[config.mk]
export PLATFORM = sky130hd
export DESIGN_NAME = muldiv_unit
export DESIGN_NICKNAME = d
export VERILOG_FILES = /design/src/rtl/mips_pkg.sv /design/src/rtl/muldiv_sign_fix.sv /design/src/rtl/muldiv_unit.sv
export SDC_FILE = /design/constraint.sdc
export NUM_CORES = 1
export LEC_CHECK = 0
export BUFFER_PORTS_ARGS = -buffer_cell sky130_fd_sc_hd__clkbuf_2
export CORE_UTILIZATION = 50
export DETAILED_ROUTE_END_ITERATION = 8
export GPL_ROUTABILITY_DRIVEN = 0
export HOLD_SLACK_MARGIN = 0.02
export PLACE_DENSITY_LB_ADDON = 0.1
export REMOVE_ABC_BUFFERS = 1
export SKIP_CTS_REPAIR_TIMING = 1
export SYNTH_ARGS = -nofsm -noshare
export SYNTH_HDL_FRONTEND = slang
export SYNTH_SLANG_ARGS = --single-unit
[constraint.sdc]
create_clock -name clk -period 5 [get_ports clk]
set_input_delay 0.25 -clock clk [delete_from_list [all_inputs] [get_ports clk]]
set_output_delay 0.25 -clock clk [all_outputs]
set_load 0.02 [all_outputs]
[src/rtl/mips_pkg.sv]
// Shared MIPS core definitions: mult/div op encoding, mult/div FSM states,
// and the R-type function codes that route to the HI/LO unit.
package mips_pkg;

    // function_code[1:0] of MULT/MULTU/DIV/DIVU
    typedef enum logic [1:0] {
        MULT  = 2'b00,
        MULTU = 2'b01,
        DIV   = 2'b10,
        DIVU  = 2'b11
    } muldiv_op_t;

    typedef enum logic [1:0] {
        IDLE = 2'b00,
        RUN  = 2'b01,
        FIX  = 2'b10
    } muldiv_state_t;

    localparam logic [5:0] FUNCT_MFHI = 6'd16;
    localparam logic [5:0] FUNCT_MTHI = 6'd17;
    localparam logic [5:0] FUNCT_MFLO = 6'd18;
    localparam logic [5:0] FUNCT_MTLO = 6'd19;
    localparam logic [5:0] FUNCT_MULT = 6'd24;
    localparam logic [5:0] FUNCT_DIVU = 6'd27;

endpackage

[src/rtl/muldiv_sign_fix.sv]
// Final sign correction for the iterative mult/div datapath. The core
// works on magnitudes only; this block turns the raw {hi,lo} magnitude
// result into the architectural HI/LO values.
module muldiv_sign_fix
    import mips_pkg::*;
#(
    parameter int WIDTH = 32
) (
    input  logic [2*WIDTH-1:0] raw,
    input  muldiv_op_t         op,
    input  logic               sign_a,
    input  logic               sign_b,
    input  logic               div_zero,
    output logic [WIDTH-1:0]   hi,
    output logic [WIDTH-1:0]   lo
);

    logic [2*WIDTH-1:0] neg_raw;
    logic [WIDTH-1:0]   neg_rem;
    logic [WIDTH-1:0]   neg_quo;

    assign neg_raw = -raw;
    assign neg_rem = -raw[2*WIDTH-1:WIDTH];
    assign neg_quo = -raw[WIDTH-1:0];

    // Product negates as a whole; quotient follows sign_a^sign_b, remainder
    // follows the dividend. Divide by zero always reports LO = all ones.
    always_comb begin
        hi = raw[2*WIDTH-1:WIDTH];
        lo = raw[WIDTH-1:0];
        case (op)
            MULT: begin
                if (sign_a ^ sign_b) {hi, lo} = neg_raw;
            end
            DIV: begin
                if (sign_a) hi = neg_rem;
                if (sign_a ^ sign_b) lo = neg_quo;
                if (div_zero) lo = '1;
            end
            DIVU: begin
                if (div_zero) lo = '1;
            end
            default: ;
        endcase
    end

endmodule

[src/rtl/muldiv_unit.sv]
// Iterative multiply/divide unit with the HI/LO register pair.
// One shift-add or restoring-subtract step per cycle, WIDTH+1 cycles per op.
// Optional: define MULDIV_FAST_MULT_EN for single-cycle MULT/MULTU.
module muldiv_unit
    import mips_pkg::*;
#(
    parameter int WIDTH = 32
) (
    input  logic             clk,
    input  logic             reset,
    input  logic             start,
    input  logic [1:0]       op,
    input  logic [WIDTH-1:0] operand_a,
    input  logic [WIDTH-1:0] operand_b,
    input  logic             hi_wren,
    input  logic             lo_wren,
    input  logic [WIDTH-1:0] mt_data,
    input  logic             mf_req,
    output logic [WIDTH-1:0] hi_out,
    output logic [WIDTH-1:0] lo_out,
    output logic             busy,
    output logic             stall_req
);

    localparam int CW = $clog2(WIDTH) + 1;

    muldiv_state_t    state_q, state_d;
    logic [CW-1:0]    cnt_q;
    logic [WIDTH-1:0] acc_hi_q, acc_lo_q;   // running {hi,lo}: product, or {remainder, quotient}
    logic [WIDTH-1:0] opb_q;                // multiplicand (mult) or divisor (div) magnitude
    logic [WIDTH-1:0] hi_q, lo_q;
    muldiv_op_t       op_q;
    logic             sign_a_q, sign_b_q, div0_q;

    logic             is_signed, is_div, neg_a, neg_b;
    logic [WIDTH-1:0] mag_a, mag_b;
    logic             start_ok, mt_any, launch_iter;
    logic [WIDTH:0]   mul_sum, div_sh;
    logic [WIDTH-1:0] div_diff;
    logic             div_ok;
    logic [WIDTH-1:0] fix_hi, fix_lo;

    // Decoder raises hi/lo_wren alongside multdiv, so start masks the MT strobes.
    assign start_ok = start && (state_q == IDLE);
    assign mt_any   = !start && (hi_wren || lo_wren);

    assign is_signed = !op[0];
    assign is_div    = op[1];
    assign neg_a     = is_signed && operand_a[WIDTH-1];
    assign neg_b     = is_signed && operand_b[WIDTH-1];
    assign mag_a     = neg_a ? -operand_a : operand_a;
    assign mag_b     = neg_b ? -operand_b : operand_b;

`ifdef MULDIV_FAST_MULT_EN
    logic [2*WIDTH-1:0] ext_a, ext_b, fast_prod;
    assign ext_a       = is_signed ? {{WIDTH{operand_a[WIDTH-1]}}, operand_a} : {{WIDTH{1'b0}}, operand_a};
    assign ext_b       = is_signed ? {{WIDTH{operand_b[WIDTH-1]}}, operand_b} : {{WIDTH{1'b0}}, operand_b};
    assign fast_prod   = ext_a * ext_b;
    assign launch_iter = start_ok && is_div;
`else
    assign launch_iter = start_ok;
`endif

    // Single iteration step for both algorithms.
    always_comb begin
        mul_sum  = {1'b0, acc_hi_q} + (acc_lo_q[0] ? {1'b0, opb_q} : '0);
        div_sh   = {acc_hi_q, acc_lo_q[WIDTH-1]};
        div_ok   = (div_sh >= {1'b0, opb_q});
        div_diff = div_sh[WIDTH-1:0] - opb_q;
    end

    muldiv_sign_fix #(.WIDTH(WIDTH)) u_sign_fix (
        .raw      ({acc_hi_q, acc_lo_q}),
        .op       (op_q),
        .sign_a   (sign_a_q),
        .sign_b   (sign_b_q),
        .div_zero (div0_q),
        .hi       (fix_hi),
        .lo       (fix_lo)
    );

    // State register
    always_ff @(posedge clk or posedge reset) begin
        if (reset) state_q <= IDLE;
        else       state_q <= state_d;
    end

    // Next state; an MT write cancels whatever is in flight.
    always_comb begin
        state_d = state_q;
        case (state_q)
            IDLE:    if (launch_iter) state_d = RUN;
            RUN:     if (cnt_q == CW'(1)) state_d = FIX;
            FIX:     state_d = IDLE;
            default: state_d = IDLE;
        endcase
        if (mt_any) state_d = IDLE;
    end

    // Datapath, counter and HI/LO registers
    always_ff @(posedge clk or posedge reset) begin
        if (reset) begin
            cnt_q    <= '0;
            acc_hi_q <= '0;
            acc_lo_q <= '0;
            opb_q    <= '0;
            hi_q     <= '0;
            lo_q     <= '0;
            op_q     <= MULT;
            sign_a_q <= 1'b0;
            sign_b_q <= 1'b0;
            div0_q   <= 1'b0;
        end else begin
            case (state_q)
                IDLE: begin
                    if (launch_iter) begin
                        acc_hi_q <= '0;
                        acc_lo_q <= is_div ? mag_a : mag_b;
                        opb_q    <= is_div ? mag_b : mag_a;
                        op_q     <= muldiv_op_t'(op);
                        sign_a_q <= neg_a;
                        sign_b_q <= neg_b;
                        div0_q   <= is_div && (operand_b == '0);
                        cnt_q    <= CW'(WIDTH);
                    end
`ifdef MULDIV_FAST_MULT_EN
                    else if (start_ok) begin
                        hi_q <= fast_prod[2*WIDTH-1:WIDTH];
                        lo_q <= fast_prod[WIDTH-1:0];
                    end
`endif
                end
                RUN: begin
                    cnt_q <= cnt_q - CW'(1);
                    if (op_q[1]) begin
                        acc_hi_q <= div_ok ? div_diff : div_sh[WIDTH-1:0];
                        acc_lo_q <= {acc_lo_q[WIDTH-2:0], div_ok};
                    end else begin
                        acc_hi_q <= mul_sum[WIDTH:1];
                        acc_lo_q <= {mul_sum[0], acc_lo_q[WIDTH-1:1]};
                    end
                end
                FIX: begin
                    hi_q <= fix_hi;
                    lo_q <= fix_lo;
                end
                default: ;
            endcase
            if (mt_any) begin
                if (hi_wren) hi_q <= mt_data;
                if (lo_wren) lo_q <= mt_data;
            end
        end
    end

    assign hi_out    = hi_q;
    assign lo_out    = lo_q;
    assign busy      = (state_q != IDLE);
    assign stall_req = busy && mf_req;

endmodule

==> flow_summary.json <==
{
  "status": "complete, no violations",
  "period_share_pct": 79.7,
  "netlist_instances": 1892,
  "htreeDepth": 4,
  "cts.sinks": 173,
  "core_um2": 28900,
  "cts_tree": "yes",
  "holdPathEnd": "lo_out[7]",
  "dieArea_um2": 30200,
  "async_flop_share_pct": 100,
  "place_ws_ps": 1170,
  "slew_viol_final": 0,
  "final_common_cell": "nand2_1",
  "crit_family": "simple AND/OR/NAND/NOR gates",
  "cp_slowest_stage_delay_ps": 570,
  "clk_latency_ps": 450,
  "reg2reg_depth": 12,
  "finalInstanceArea_um2": 16500,
  "vdd_drop_max_mv": 0.376,
  "root_buffer": "clkbuf_16",
  "grt_pass1_wl_um": 80000,
  "path_max_fanout": 19,
  "clk_path_buf_depth": 2,
  "grt_pass1_vias": 13900,
  "hold_viol_final": 0,
  "fmax_ghz": 0.251,
  "arrival_ps": 4350,
  "cp_num_buf_inv": 1,
  "io_pins": 170,
  "overflow": 0,
  "drv_cap": 0,
  "ff2ff_setup_slack_ps": 1020,
  "worstPathRequired_ps": 5370,
  "start_util_pct": 51.1,
  "clock_skew_ps": 18.2,
  "grt_max_degree": 91,
  "vias": 14900,
  "die_height_um": 174,
  "maxSlewHeadroom_pct": 28.0,
  "cts.clk_slew.worst_paths_ps": 80,
  "cp-start-kind": "flip-flop",
  "min_from": "mt_data[7]",
  "worstMarginPinSlew_ps": 1080,
  "fin_crit_ps": 3980,
  "r2r-start": "acc_lo_q[0]",
  "p_leak_nw": 7.37,
  "synth.top_cell.area_share_pct": 29.4,
  "dpl_cell_area_um2": 15900,
  "layout_common_cells": "nand2_1 (193), nor2_1 (192), a21oi_1 (190)",
  "rows": 62,
  "setup_viol_count_final": 0,
  "drive_above_1_share_pct": 12.5,
  "antenna_left": 0,
  "min_path_type": "in2reg",
  "layout_setup_ws_ps": 1020,
  "end_kind": "flip-flop",
  "synth-main-ff-cell": "dfrtp_1",
  "ys_top_cells_by_area": "dfrtp_1 (29%), a21oi_1 (6.4%), ha_1 (5.9%)",
  "areaGrowthSynthToFinish_pct": 11.8,
  "fin_tns_setup_ps": 0,
  "ys_seq_area_share_pct": 29.4,
  "synth_cell_types": 73,
  "hold_slack_ps": 27.6,
  "avgRoutedWirePerCell_um": 21.4,
  "port_buffers": 169,
  "synth_area_um2": 14700,
  "grtUsageTotal_pct": 33.9,
  "fin_nets": 2171,
  "worstSetupPathType": "reg2reg",
  "hold_depth": 3,
  "critical_path.cell_chain": "inv_1 > nor2_1 > ha_1 > and3_1 > nor2b_1 > nand4_1 > o31a_1 > a31oi_1 > a31oi_1 > or4_1 > and3_1 > o21ai_1",
  "drc": 0,
  "dr.pass1.iters": 6,
  "wirelength_um": 51200,
  "ys_ff_latch": 173,
  "post_synth.cell_area_avg_um2": 7.79,
  "r2r-end": "acc_hi_q[30]",
  "synth_edf_count": 0,
  "cts_made_buffers": 17,
  "via_per_inst": 6.23,
  "yosys.area.top_type": "dfrtp_1",
  "dp_hpwl_um": 39500,
  "grt_setup_unrepaired": "no",
  "die_w_um": 174,
  "drtIter0Drc": 1744,
  "power_density_nw_per_um2": 601,
  "yosys_warnings": 0,
  "crit_slowest_cell": "inv_1",
  "antenna_found_initial": 1
}
[routing by layer]
layer  track usage [%]  wire length (um)  vias to the layer above
met5                 0                 0                        -
met4              11.5              1440                        0
met3              4.69              4540                       78
met2              52.0             22600                      714
met1              48.9             22600                     7067
li1                  -                 -                     7044
[through the flow]
step           cells  power (mW)  utilization (%)
2_1_floorplan   1785        6.60                -
3_3_place_gp    2359        8.30             55.0
3_5_place_dp    2359        8.35             55.0
4_1_cts         2391        9.76             57.1
5_1_grt         2393        10.6             57.1
6_report        2394        9.91             57.1
[report_power, final]
part / internal (mW) / switching, mW
combinational: 2.35 / 3.62
sequential: 1.83 / 0.706
clock: 0.737 / 0.659
total: 4.92 / 4.99
[how the worst max path moves through the flow]
stage / endpoint / slack [ps] / cells past startpoint / start
after floorplan: acc_hi_q[0] / 60 / 1 / reset
after global placement: acc_hi_q[30] / 1300 / 12 / acc_lo_q[0]
after detailed placement: acc_hi_q[30] / 1170 / 12 / acc_lo_q[0]
after CTS: acc_hi_q[30] / 1140 / 12 / acc_lo_q[0]
after global routing: acc_hi_q[30] / 810 / 12 / acc_lo_q[0]
final: acc_hi_q[30] / 1020 / 12 / acc_lo_q[0]
[synthesized netlist by cell type (all sizes together) (19+ instances only)]
cell type and n:
nor3 37, xnor2 85, a21o 35, nor4 23
nor2 192, mux2i 51, nand2 194, o211ai 24
o22ai 33, o221ai 21, dfrtp 173, a211oi 30
xor2 91, a21oi 191, nand2b 26, buf 22
o21ai 165, clkbuf 85, nor2b 19, ha 70
inv 73, nand3 39, a31oi 29
[state kept, by name (all words and copies together), names as in the netlist, 2 cells and up]
| signal | flops |
|---|---|
| state_q | 2 |
| lo_out | 32 |
| cnt_q | 6 |
| opb_q | 32 |
| op_q | 2 |
| hi_out | 32 |
| acc_lo_q | 32 |
| acc_hi_q | 32 |
[worst min-delay path: cells and delay by family]
kind / cells / cell delay (ps)
compound gates: 1 / 60
simple gates: 1 / 40
buf+inv: 1 / 90
[logic make-up (layout without fill, tap and decap cells)]
kind of cell	Yosys count	in the layout	synth area share, %
simple gates	608	608	19.2
compound gates	628	628	26.4
fa+ha+maj	72	72	6.21
buf+inv	180	296	4.67
mux	55	55	3.77
flops	173	173	29.4
xor+xnor	176	176	10.5
other cells	0	2	0
[layout make-up]
cell class / count / area (um2)
fillers: 2759 / 12400
multi-input cells: 1539 / 9770
flip-flops and latches: 173 / 4330
repair buffers: 191 / 1030
well taps: 384 / 480
clock buffers: 19 / 453
inverters: 73 / 279
clock inverters: 13 / 145
diodes: 2 / 5.00
No activity file was read; power rests on OpenSTA's default activity.
